--- config.mk ---
export PLATFORM = sky130hd
export DESIGN_NAME = max_search_sequencer
export DESIGN_NICKNAME = d
export VERILOG_FILES = /design/src/rtl/max_search_pkg.sv /design/src/rtl/fourBitGreaterThan.sv /design/src/rtl/max_search_sequencer.sv
export SDC_FILE = /design/constraint.sdc
export NUM_CORES = 1
export LEC_CHECK = 0
export CAP_MARGIN = 10
export CORE_MARGIN = 3
export CORE_UTILIZATION = 45
export DETAILED_ROUTE_END_ITERATION = 6
export PLACE_DENSITY = 0.72
export SETUP_SLACK_MARGIN = 0.15
export SKIP_CTS_REPAIR_TIMING = 1
export SLEW_MARGIN = 20
export SYNTH_ARGS = -nofsm -noshare
export SYNTH_HDL_FRONTEND = slang
export SYNTH_HIERARCHICAL = 1
export SYNTH_SLANG_ARGS = --single-unit
--- constraint.sdc ---
create_clock -name clk -period 1.4 [get_ports clk]
set_input_delay 0.42 -clock clk [delete_from_list [all_inputs] [get_ports clk]]
set_output_delay 0.42 -clock clk [all_outputs]
set_load 0.005 [all_outputs]
--- src/rtl/max_search_pkg.sv ---
// Shared types and constants for the max-search sequencer.
// The state enum and sample width are common to the controller and its bench.
package max_search_pkg;

   localparam int DATA_W = 4;

   typedef enum logic [2:0] {
      IDLE,
      FIRST,
      CAPTURE,
      EVAL,
      DONE
   } state_t;

endpackage

--- src/rtl/fourBitGreaterThan.sv ---
// Unsigned 4-bit magnitude comparator: z=1 when switch[7:4] > switch[3:0].
// Combinational; the sequencer time-shares it across a whole frame.
module fourBitGreaterThan (
   input  logic [7:0] switch,
   output logic       z
);

   logic [3:0] a;
   logic [3:0] b;

   assign a = switch[7:4];
   assign b = switch[3:0];

   // MSB-first priority chain: the first differing bit decides.
   always_comb begin
      z = 1'b0;
      if (a[3] != b[3])      z = a[3];
      else if (a[2] != b[2]) z = a[2];
      else if (a[1] != b[1]) z = a[1];
      else if (a[0] != b[0]) z = a[0];
   end

endmodule

--- src/rtl/max_search_sequencer.sv ---
// Streams COUNT samples through one shared comparator, tracking the running
// maximum and the index of its first occurrence; pulses done when final.
module max_search_sequencer
   import max_search_pkg::*;
#(
   parameter int COUNT = 8,
   localparam int IDX_W = $clog2(COUNT)
) (
   input  logic              clk,
   input  logic              n_rst,
   input  logic              start,
   input  logic              in_valid,
   input  logic [DATA_W-1:0] in_data,
   output logic              in_ready,
   output logic              busy,
   output logic              done,
   output logic [DATA_W-1:0] max_val,
   output logic [IDX_W-1:0]  max_idx,
   output logic              led
);

   localparam logic [IDX_W-1:0] LAST_IDX = IDX_W'(COUNT - 1);

   state_t            state_reg;
   logic [DATA_W-1:0] max_reg;
   logic [DATA_W-1:0] cand_reg;
   logic [IDX_W-1:0]  max_idx_reg;
   logic [IDX_W-1:0]  cand_idx_reg;
   logic [IDX_W-1:0]  cnt_reg;
   logic              in_ready_reg;
   logic              busy_reg;
   logic              done_reg;
   logic              led_reg;
   logic              cand_gt;

   fourBitGreaterThan u_gt (
      .switch ({cand_reg, max_reg}),
      .z      (cand_gt)
   );

   // Outputs are registered alongside the state so they always agree with it.
   always_ff @(posedge clk) begin
      if (!n_rst) begin
         state_reg    <= IDLE;
         max_reg      <= '0;
         cand_reg     <= '0;
         max_idx_reg  <= '0;
         cand_idx_reg <= '0;
         cnt_reg      <= '0;
         in_ready_reg <= 1'b0;
         busy_reg     <= 1'b0;
         done_reg     <= 1'b0;
         led_reg      <= 1'b0;
      end else begin
         done_reg <= 1'b0;
         case (state_reg)
            IDLE: begin
               if (start) begin
                  state_reg    <= FIRST;
                  max_reg      <= '0;
                  max_idx_reg  <= '0;
                  led_reg      <= 1'b0;
                  in_ready_reg <= 1'b1;
                  busy_reg     <= 1'b1;
               end
            end
            FIRST: begin
               if (in_valid) begin
                  max_reg     <= in_data;
                  max_idx_reg <= '0;
                  cnt_reg     <= IDX_W'(1);
                  state_reg   <= CAPTURE;
               end
            end
            CAPTURE: begin
               if (in_valid) begin
                  cand_reg     <= in_data;
                  cand_idx_reg <= cnt_reg;
                  in_ready_reg <= 1'b0;
                  state_reg    <= EVAL;
               end
            end
            EVAL: begin
               // Strict compare: equal values never displace the earlier index.
               if (cand_gt) begin
                  max_reg     <= cand_reg;
                  max_idx_reg <= cand_idx_reg;
               end
               if (cnt_reg == LAST_IDX) begin
                  state_reg <= DONE;
               end else begin
                  cnt_reg      <= cnt_reg + IDX_W'(1);
                  in_ready_reg <= 1'b1;
                  state_reg    <= CAPTURE;
               end
            end
            DONE: begin
               done_reg  <= 1'b1;
               led_reg   <= 1'b1;
               busy_reg  <= 1'b0;
               cnt_reg   <= '0;
               state_reg <= IDLE;
            end
            default: begin
               state_reg    <= IDLE;
               in_ready_reg <= 1'b0;
               busy_reg     <= 1'b0;
            end
         endcase
      end
   end

   assign in_ready = in_ready_reg;
   assign busy     = busy_reg;
   assign done     = done_reg;
   assign max_val  = max_reg;
   assign max_idx  = max_idx_reg;
   assign led      = led_reg;

endmodule

Yosys cells after proc, flatten, opt, wreduce, memory -nomap -nowiden
Index checks and enable logic that the tools add are counted.
- logic and storage cells: 68
- register bits: 24
- bitwise gates (word level): 2
- reduce and logical (&&, ||, !) cells: 13
- add/subtract/negate cells: 1
- multiplexer cells: 28
- equal/unequal tests: 14
- operators with widths (kind ; number):
    $mux W3 ; 9
    $pmux W3 S3 ; 2
    $mux W4 ; 3
    $pmux W3 S4 ; 1
    $pmux W4 S3 ; 1
    $ne A2 B2 Y1 const B ; 5
    $mux W1 ; 9
    $reduce_and A4 Y1 ; 2
    $eq A3 B2 Y1 const B ; 2
    $eq A3 B3 Y1 const B ; 2
    $reduce_and A2 Y1 ; 3
    $reduce_and A3 Y1 ; 2
    $reduce_bool A3 Y1 ; 2
    $ne A1 B1 Y1 ; 4
    $pmux W1 S2 ; 2
    $pmux W1 S4 ; 1
    $add A3 B1 Y3 const B ; 1
    $eq A3 B1 Y1 const B ; 1
    $logic_not A3 Y1 ; 1
    $reduce_or A3 Y1 ; 1
    $not A1 Y1 ; 2
    $reduce_bool A2 Y1 ; 1
    $reduce_or A2 Y1 ; 1

Longest topological paths before layout
Gate-level depths: netlist of run 1.
- depth in word-level cells: 7
- depth in mapped cells: 8

Modules after synthesis
The synthesis of run 1 kept the hierarchy.
- by module, submodules not included (module ; seq. area each (um^2) ; cells an instance ; area an instance (um^2) ; instances):
    max_search_sequencer ; 480.5 ; 114 ; 1083.5 ; 1
    fourBitGreaterThan ; 0.0 ; 10 ; 75.1 ; 1

Least setup slack after synthesis of run 1
No wires, ideal clock.
- kind: register to register
- start: register max_reg[1] (netlist: max_val[1])
- end: register max_idx_reg[0] (netlist: max_idx[0])
- path buffers: 1
- setup time: 0.122 ns
- cell stages (with the launch flop): 8
- setup slack: -0.089 ns
- arrival: 1.367 ns
- period minus slack after synthesis: 1.489 ns
- cells stage by stage: dfxtp_1 > inv_1 > o2111ai_1 > a41oi_2 > a21boi_0 > a211oi_2 > buf_4 > o21ai_0
- cells in the longest elaborated chain, start to end: 6
- RTL lines (what ; line ; text):
    start: declaration ; max_search_sequencer.sv:25 ; logic [DATA_W-1:0] max_reg;
    start signal: assignment ; max_search_sequencer.sv:69 ; max_reg <= in_data;
    start signal: assignment ; max_search_sequencer.sv:86 ; max_reg <= cand_reg;
    $ne A1 B1 Y1 ; fourBitGreaterThan.sv:19 ; else if (a[1] != b[1]) z = a[1];
    $mux W1 ; fourBitGreaterThan.sv:19 ;
    $mux W1 ; fourBitGreaterThan.sv:18 ; else if (a[2] != b[2]) z = a[2];
    $mux W1 ; fourBitGreaterThan.sv:17 ; if (a[3] != b[3]) z = a[3];
    net cand_gt ; max_search_sequencer.sv:34 ; logic cand_gt;
    $ne A2 B2 Y1 (no line) ; - ;
    $reduce_and A4 Y1 (no line) ; - ;
    end signal: assignment ; max_search_sequencer.sv:87 ; max_idx_reg <= cand_idx_reg;
    end: declaration ; max_search_sequencer.sv:27 ; logic [IDX_W-1:0] max_idx_reg;
The timed path passes the listed nets, and every way through them passes these cells.
A chain may end at the register's enable or synchronous reset.

Worst setup path in the final report of run 1
- start: register cand_reg[3]
- end: register max_reg[0] (netlist: max_val[0])
- cells in the longest elaborated chain, start to end: 4
- RTL lines (what ; line ; text):
    start: declaration ; max_search_sequencer.sv:26 ; logic [DATA_W-1:0] cand_reg;
    start signal: assignment ; max_search_sequencer.sv:77 ; cand_reg <= in_data;
    $ne A1 B1 Y1 ; fourBitGreaterThan.sv:17 ;
    $mux W1 (*) ; fourBitGreaterThan.sv:17 ;
    net cand_gt ; max_search_sequencer.sv:34 ;
    $ne A2 B2 Y1 (no line) (*) ; - ;
    $reduce_and A4 Y1 (no line) (*) ; - ;
Mark *: on every way through the listed nets, which the timed path passes. The rest lies on a longest branch.

==> out/qor.csv, run 1 <==
stage,metric,value,unit
global_route,grt_max_degree,15,
final_layout,drive_above_1_share,47.0,%
timing,layout_min_cycle_time,1.43,ns
min_path,min_path_type,reg -> reg,
clock_network,clockBufferDepth,2,
yosys,synth_top_cell_by_area,dfxtp_1,
yosys,synth_compound_area_share,17.9,%
timing,tightest_slew,0.240,ns
yosys,synthSimpleGateAreaFrac,21.2,%
critical_path,worstPathArrival,1.68,ns
route,remaining_drc_errors,0,
critical_path,ff2ff_setup_slack,-0.03,ns
critical_path,max_stage_delay,0.35,ns
critical_path,worstPathMaxFanout,14,
timing,fin_ws,-0.0317,ns
placement,post-place-cells,185,
critical_path,end_kind,register,
power_and_ir_drop,peakVddDrop,0.000618,V
yosys,syn-num-nets,134,
run_status,violations,setup timing,
clock_network,clk_pin_slew,0.13,ns
power_and_ir_drop,power_density,841,nW/um^2
route,drt_iter0_markers,28,
floorplan,design.core.area,2320,sq um
power_and_ir_drop,leakage,0.696,nW
critical_path,r2r-start,cand_reg[3],
min_path,holdPathStages,2,
floorplan,die_h,56.7,microns
yosys,synthAdderAreaFrac,2.16,%
final_layout,area_growth,42.8,%
final_layout,utilization,71.3,%
yosys,synthXorXnorAreaFrac,0,%
critical_path,critPathSlowestCell,dfxtp_2,
critical_path,crit_type,reg -> reg,
placement,io_buffers,18,
critical_path,worstReg2RegEnd,max_val[0],
yosys,synth_top_family_by_area,simple AND/OR/NAND/NOR gates,
floorplan,initial_utilization,50.0,%
yosys,synth_cell_types,35,
run_status,outcome,"finished, violations left",
floorplan,fp.dieArea,3220,sq um
yosys,synthesis.area,1160,sq um
clock_network,cts_tree,done,
yosys,yosys_warnings,6,
route,via_per_inst,5.28,
placement,dp_slack,-0.393,ns
timing,finalMaxSlewViolations,0,
yosys,syn_inst,124,
timing,min_period_over_period,102,%
clock_network,cts_root_buffer,clkbuf_4,
global_route,grt_overflow,0,
global_route,grt_pass1_wl,4860,microns
floorplan,pin_count,19,
placement,routabilityCongestion,0.876,
yosys,synth.area.top_cells,"dfxtp_1 41%, mux2i_1 8.6%, nor2b_1 7.0%",
min_path,hold_end,max_idx[0],
floorplan,num_rows,17,
route,num_vias,1025,
route,finalWirelength,2870,microns
run,cap_viol_max_count,0,
timing,fin_skew,0.00300,ns
yosys,syn_area_per_cell,9.34,sq um
yosys,ys_ff_latch,24,
timing,finalSetupTns,-0.197,ns
critical_path,cp_cell_sequence,nor2b_2 > a21oi_1 > a41oi_2 > a21boi_2 > a211oi_2 > buf_6 > nand3_1 > o21ai_1,
final_layout,mostFrequentLayoutCell,buf_4,
final_layout,fin_nets,177,
critical_path,critPathRequiredTime,1.65,ns
critical_path,worst_setup_path_start_kind,register,
clock_network,clk_latency,0.31,ns
global_route,antenna_found_initial,0,
final_layout,final_cell_mix,"20 x buf_4, 15 x dfxtp_2, 12 x nand2_1, 11 x nor2b_1, 10 x mux2i_1",
critical_path,critPathTopFamily,compound AO/OA/AOI/OAI gates,
timing,rsz0062_at_grt,true,
min_path,min_from,max_idx[0],
timing,slew_headroom,83.9,%
final_layout,fin_cells,194,
timing,finalHoldViolations,0,
critical_path,path_buf_inv,1,
global_route,grt_pass1_vias,1129,
final_layout,n_antenna_cell,0,
clock_network,htreeDepth,1,
clock_network,cts_buffers,3,
yosys,synth_top_area_share,41.5,%
floorplan,die_w,56.7,microns
yosys,synth_mux_area_share,12.5,%
route,first_pass_iters,4,
placement,dp_hpwl,2120,microns
timing,max_freq,698,MHz
timing,final-setup-viol-count,9,
route,wl_per_cell,14.8,microns
yosys,seq_area_frac_synth,41.5,%
global_route,grt_usage,18.8,%
clock_network,cts_num_sinks,24,
route,antenna_left,0,
critical_path,reg2reg_depth,8,
layout make-up:
class	instances	area, sq um
clock buffers	4	36.3
fillers	174	664
inverters	6	23.8
multi-input cells	88	676
flip-flops and latches	24	510
well taps	28	35.0
repair buffers	44	373
per-stage QoR:
stage               total power (W)  hold WS (ns)  area, sq um
finish                      0.00139         0.471         1650
global placement            0.00100         0.445         1540
CTS                         0.00137         0.478         1580
detailed placement          0.00101         0.461         1540
global route                0.00147         0.474         1650
floorplan                  0.000885         0.443         1210
logic make-up (layout without fill, tap and decap cells):
logic type               after synthesis  in the layout
multiplexers                          14             14
buffers and inverters                 12             54
AO/OA/AOI/OAI                         28             28
AND/OR/NAND/NOR                       44             44
adder cells (fa/ha/maj)                2              2
flip-flops                            24             24
power breakdown:
group	internal [W]	switching, W	total [W]
logic	0.000162	0.000134	0.000295
clock network	0.000159	0.000206	0.000365
registers	0.000707	0.0000232	0.000731
total	0.00103	0.000363	0.00139
worst min-delay path: cells and delay by family, from the launching register on:
family / cells / cell delay [ns]
flip-flops: 1 / 0.34
AO/OA/AOI/OAI: 1 / 0.06
AND/OR/NAND/NOR: 1 / 0.05
worst max path at each step:
stage | start | end | slack [ns] | cells past startpoint
finish | cand_reg[3] | max_val[0] | -0.03 | 8
floorplan | cand_reg[3] | max_idx[0] | 0.02 | 7
detailed placement | in_valid | cand_idx_reg[2] | -0.39 | 6
global placement | in_valid | cand_reg[3] | -0.33 | 6
global route | cand_reg[3] | max_idx[1] | -0.15 | 8
CTS | max_val[1] | max_val[1] | -0.34 | 2
metal layers:
layer	part of all wire [%]	up-vias	track usage, %
met5	0	-	0
met1	46	489	22.4
met4	1.6	0	7.62
li1	-	519	-
met3	2.1	6	3.45
met2	51	11	32.8
Yosys cell counts, drive strengths merged:
master / count
a2111oi: 1
a211oi: 2
a21boi: 2
a21o: 1
a21oi: 3
a22o: 2
a22oi: 1
a41oi: 1
and2: 3
and3: 2
and3b: 1
buf: 4
clkbuf: 2
clkinv: 1
dfxtp: 24
ha: 2
inv: 5
mux2: 4
mux2i: 10
nand2: 12
nand2b: 1
nand3: 7
nor2: 3
nor2b: 13
nor3: 1
nor4: 1
o2111ai: 2
o211a: 1
o211ai: 2
o21ai: 9
o21bai: 1
Note: power is estimated with default switching activity, not from simulation.
==> inputs of run 2 (changes only) <==
Settings changed: PLACE_DENSITY 0.72 to 0.8.
==> out/qor.csv, run 2 (synthesis results as in run 1) <==
stage,metric,value,unit,change
floorplan,die_h,56.7,microns,unchanged
run,cap_viol_max_count,0,,unchanged
timing,final-setup-viol-count,0,,-9
placement,io_buffers,18,,unchanged
placement,dp_slack,-0.405,ns,-0.0118 ns
final_layout,fin_nets,175,,-1.1%
power_and_ir_drop,power_density,829,nW/um^2,-1.5%
timing,max_freq,719,MHz,+2.9%
floorplan,initial_utilization,50.0,%,unchanged
route,antenna_left,0,,unchanged
global_route,grt_pass1_wl,4650,microns,-4.4%
clock_network,clk_latency,0.32,ns,about the same
route,via_per_inst,5.60,,+6.0%
clock_network,cts_buffers,3,,unchanged
global_route,grt_overflow,0,,unchanged
final_layout,mostFrequentLayoutCell,buf_4,,
timing,rsz0062_at_grt,true,,
timing,finalMaxSlewViolations,0,,unchanged
critical_path,worst_setup_path_start_kind,register,,
critical_path,cp_cell_sequence,ha_4 > ha_4 > nor2b_2 > o21ai_2 > o211a_1 > a22o_1,,
timing,fin_skew,0.00393,ns,+0.000931 ns
critical_path,critPathRequiredTime,1.62,ns,-0.03 ns
critical_path,crit_type,reg -> reg,,
floorplan,die_w,56.7,microns,unchanged
route,num_vias,1075,,+4.9%
final_layout,n_antenna_cell,0,,unchanged
clock_network,cts_root_buffer,clkbuf_4,,
final_layout,final_cell_mix,"19 x buf_4, 16 x dfxtp_2, 12 x nand2_1, 11 x nor2b_1, 9 x mux2i_1",,
critical_path,end_kind,register,,
floorplan,design.core.area,2320,sq um,unchanged
run_status,outcome,completed,,
final_layout,stdcell_area,1680,sq um,+1.3%
critical_path,max_stage_delay,0.38,ns,+0.03 ns
placement,routabilityCongestion,0.915,,+4.5%
route,remaining_drc_errors,0,,unchanged
clock_network,cts_num_sinks,24,,unchanged
clock_network,htreeDepth,1,,unchanged
clock_network,clk_pin_slew,0.13,ns,about the same
timing,fin_ws,0.00902,ns,+0.0407 ns
floorplan,fp.dieArea,3220,sq um,unchanged
timing,tightest_slew,0.274,ns,+0.0340 ns
route,drt_iter0_markers,23,,-18%
global_route,grt_usage,18.0,%,-0.75 points
power_and_ir_drop,p_total,0.00139,W,-0.19%
final_layout,area_growth,44.6,%,
min_path,min_path_type,reg -> reg,,
global_route,antenna_found_initial,0,,unchanged
critical_path,worstPathArrival,1.61,ns,-0.07 ns
final_layout,drive_above_1_share,47.6,%,+0.57 points
route,finalWirelength,2780,microns,-3.1%
global_route,grt_pass1_vias,1074,,-4.9%
timing,finalHoldViolations,0,,unchanged
route,first_pass_iters,4,,unchanged
global_route,grt_max_degree,15,,unchanged
critical_path,critPathSlowestCell,dfxtp_4,,
placement,place_area,1530,sq um,-0.97%
timing,layout_min_cycle_time,1.39,ns,-0.0407 ns
power_and_ir_drop,leakage,0.725,nW,+4.2%
critical_path,crit_top_cell,ha_4,,
timing,slew_headroom,81.7,%,-2.3 points
route,wl_per_cell,14.5,microns,-2.1%
clock_network,clockBufferDepth,2,,unchanged
floorplan,pin_count,19,,unchanged
floorplan,num_rows,17,,unchanged
power_and_ir_drop,peakVddDrop,0.000730,V,+18%
timing,min_period_over_period,99.4,%,-2.9 points
critical_path,worstPathMaxFanout,3,,-11
clock_network,cts_tree,done,,
-- run 2: changes by cell type in the layout (fill, tap and decap cells not counted), sizes merged --
cell	previous run	this run
buf	28	27
clkbuf	11	8
dlymetal6s2s	3	5
-- run 2: final timing paths --
check | start | endpoint | slack, ns | depth (start not counted)
hold reg to reg | max_idx[2] | max_idx[2] | 0.46 | 2
setup / recovery | cnt_reg[1] | cnt_reg[2] | 0.009 | 6
setup reg to reg | cnt_reg[1] | cnt_reg[2] | 0.009 | 6
hold / removal | max_idx[2] | max_idx[2] | 0.46 | 2
-- run 2: where the power goes --
part	switching [W]	total, W	internal (W)
sequential	0.0000291	0.000737	0.000708
combinational	0.000126	0.000283	0.000156
clock	0.000209	0.000368	0.000159
total	0.000365	0.00139	0.00102
-- run 2: cell type report --
| cell class | count | area, sq um |
|---|---|---|
| multi-input combinational | 88 | 693 |
| inverter | 6 | 23.8 |
| timing repair buffer | 42 | 375 |
| tap | 28 | 35.0 |
| fill | 173 | 643 |
| sequential | 24 | 512 |
| clock buffer | 4 | 36.3 |
-- run 2: worst max-delay path: cells and delay by family, from the launching register on --
family | cells | cell delay, ns
adders and majority gates | 2 | 0.31
AOI/OAI and AO/OA | 3 | 0.48
and+or+nand+nor | 1 | 0.11
DFF | 1 | 0.38
-- run 2: routing by layer --
metal	share of wire [%]	global-route usage, %
met1	43	20.9
met5	0	0
met4	1.5	7.28
met2	52	30.9
met3	3.3	5.29
-- run 2: through the flow --
stage | utilization, % | std cells | TNS, ns | hold slack, ns
after CTS | 67.4 | 187 | -3.08 | 0.473
after global placement | 65.8 | 183 | -5.45 | 0.449
after floorplan | - | 124 | 0 | 0.443
after global routing | 72.3 | 192 | -0.701 | 0.502
final | 72.3 | 192 | 0 | 0.465
after detailed placement | 65.8 | 183 | -6.32 | 0.455
==> inputs of run 3 (changes only) <==
Settings changed: CORE_UTILIZATION 45 to 46, PLACE_DENSITY 0.8 to 0.81.
==> out/qor.csv, run 3 (synthesis results as in run 1) <==
stage,metric,value,unit,change
route,highest_layer,met4,,
min_path,min_path_type,reg -> reg,,
power_and_ir_drop,pwr-share-clk,33.0,%,+6.5 points
power_and_ir_drop,power_frac_comb,18.9,%,-1.5 points
final_layout,drive_above_1_share,48.8,%,+1.2 points
timing,whs,0.457,ns,-0.00750 ns
final_layout,seq_area,513,sq um,+0.24%
power_and_ir_drop,peakVddDrop,0.000649,V,-11%
critical_path,max_stage_delay,0.41,ns,+0.03 ns
route,drt-met1-wl,1230,microns,+2.1%
floorplan,pin_count,19,,unchanged
route,num_vias,1046,,-2.7%
run_status,outcome,"finished, violations left",,
final_layout,final_cell_mix,"21 x buf_4, 17 x dfxtp_2, 12 x nor2b_1, 12 x nand2_1",,
critical_path,worstPathMaxFanout,7,,+4
timing,min_period_over_period,104,%,+4.5 points
critical_path,worstPathArrival,1.71,ns,+0.10 ns
power_and_ir_drop,p_sw_share,24.4,%,-1.9 points
route,first_pass_iters,4,,unchanged
global_route,antenna_found_initial,0,,unchanged
timing,tightest_slew,0.394,ns,+0.119 ns
timing,final-setup-viol-count,9,,+9
timing,max_freq,687,MHz,-4.4%
power_and_ir_drop,p_int,0.00116,W,+13%
global_route,grt_usage,17.7,%,-0.35 points
run,cap_viol_max_count,0,,unchanged
clock_network,cts_num_sinks,24,,unchanged
floorplan,initial_utilization,50.4,%,+0.46 points
global_route,grt_pass1_vias,1010,,-6.0%
critical_path,cp_cell_sequence,o2111ai_2 > a41oi_2 > a21boi_2 > a211oi_2 > buf_6 > nand3_1 > o21ai_1,,
route,wl_per_cell,14.5,microns,+0.54%
critical_path,end_kind,register,,
placement,dp_hpwl,2000,microns,
floorplan,die_w,56.2,microns,-0.98%
clock_network,clockBufferDepth,2,,unchanged
final_layout,area_growth,43.5,%,
clock_network,cts_buffers,3,,unchanged
floorplan,die_h,56.2,microns,-0.98%
route,dr_wl_met3,93,microns,+2.2%
timing,finalHoldViolations,0,,unchanged
global_route,grt_overflow,0,,unchanged
power_and_ir_drop,leakage,0.671,nW,-7.5%
clock_network,cts_tree,done,,
power_and_ir_drop,p_switching,0.000372,W,+2.0%
final_layout,n_antenna_cell,0,,unchanged
placement,routabilityCongestion,0.919,,+0.39%
final_layout,mostFrequentLayoutCell,buf_4,,
placement,post-place-cells,185,,+1.1%
global_route,grt_max_degree,15,,unchanged
clock_network,htreeDepth,1,,unchanged
critical_path,critPathRequiredTime,1.66,ns,+0.04 ns
final_layout,fin_nets,177,,+1.1%
timing,rsz0062_at_grt,true,,
route,finalWirelength,2820,microns,+1.6%
global_route,grt_pass1_wl,4420,microns,-4.9%
timing,finalMaxSlewViolations,0,,unchanged
floorplan,design.core.area,2300,sq um,-0.92%
route,wl_met2,1440,microns,+0.28%
critical_path,crit_type,reg -> reg,,
power_and_ir_drop,power_frac_seq,48.1,%,-5.0 points
floorplan,num_rows,17,,unchanged
clock_network,cts_root_buffer,clkbuf_4,,
floorplan,fp.dieArea,3160,sq um,-1.9%
timing,fin_ws,-0.0546,ns,-0.0636 ns
run_status,violations,setup timing,,
final_layout,fin_cells,194,,+1.0%
timing,fin_skew,0.0105,ns,+0.00656 ns
critical_path,critPathSlowestCell,dfxtp_2,,
timing,slew_headroom,73.1,%,-8.6 points
clock_network,clk_pin_slew,0.14,ns,about the same
placement,io_buffers,18,,unchanged
clock_network,clk_latency,0.32,ns,about the same
critical_path,worst_setup_path_start_kind,register,,
route,via_per_inst,5.39,,-3.7%
final_layout,multi_input_area,672,sq um,-3.1%
route,remaining_drc_errors,0,,unchanged
timing,layout_min_cycle_time,1.45,ns,+0.0636 ns
power_and_ir_drop,power_density,919,nW/um^2,+11%
final_layout,fill_cells,171,,-1.2%
route,drt_iter0_markers,43,,+87%
route,antenna_left,0,,unchanged
## run 3: path summary, 6_finish.rpt
path | from | endpoint | slack, ns | cells after the start
worst max register to register | cand_reg[1] | max_idx[1] | -0.05 | 7
worst min-delay path | max_idx[2] | max_idx[2] | 0.46 | 2
worst min register to register | max_idx[2] | max_idx[2] | 0.46 | 2
worst max-delay path | cand_reg[1] | max_idx[1] | -0.05 | 7
## run 3: cell type report
cell class | instances | share of cell area (%)
Multi-Input combinational cell | 88 | 40.4
Tap cell | 28 | 2.11
Sequential cell | 24 | 30.9
Inverter | 6 | 1.43
Clock inverter | 1 | 1.81
Clock buffer | 3 | 1.35
Timing Repair Buffer | 44 | 22.0
## run 3: critical path: cells and delay by family, from the launching register on
| family | cells | cell delay (ns) |
|---|---|---|
| compound gates | 5 | 0.73 |
| buf+inv | 1 | 0.17 |
| flops | 1 | 0.41 |
| simple gates | 1 | 0.08 |
## run 3: power groups by stage
stage	registers [W]	logic, W	clock network, W
finish	0.000735	0.000289	0.000505
CTS	0.000732	0.000259	0.000518
floorplan	0.000742	0.000143	0
detailed placement	0.000747	0.000258	0
global route	0.000739	0.000310	0.000565
global placement	0.000745	0.000253	0
## run 3: per-layer routing
metal / up-vias / GRT usage, %
met4: 0 / 7.46
met3: 6 / 3.02
met1: 494 / 21.2
met5: - / 0
met2: 24 / 30.7
li1: 522 / -
## run 3: through the flow
step                      util (%)  setup slack, ns  area, sq um  setup TNS [ns]  power, W
after global placement        67.1           -0.325         1540           -5.53  0.000998
after global routing          72.4           -0.153         1660           -1.05   0.00161
after floorplan                  -           0.0232         1210               0  0.000885
after detailed placement      67.1           -0.364         1540           -5.72   0.00100
after CTS                     69.4           -0.347         1590           -2.93   0.00151
final                         72.4          -0.0546         1660          -0.273   0.00153
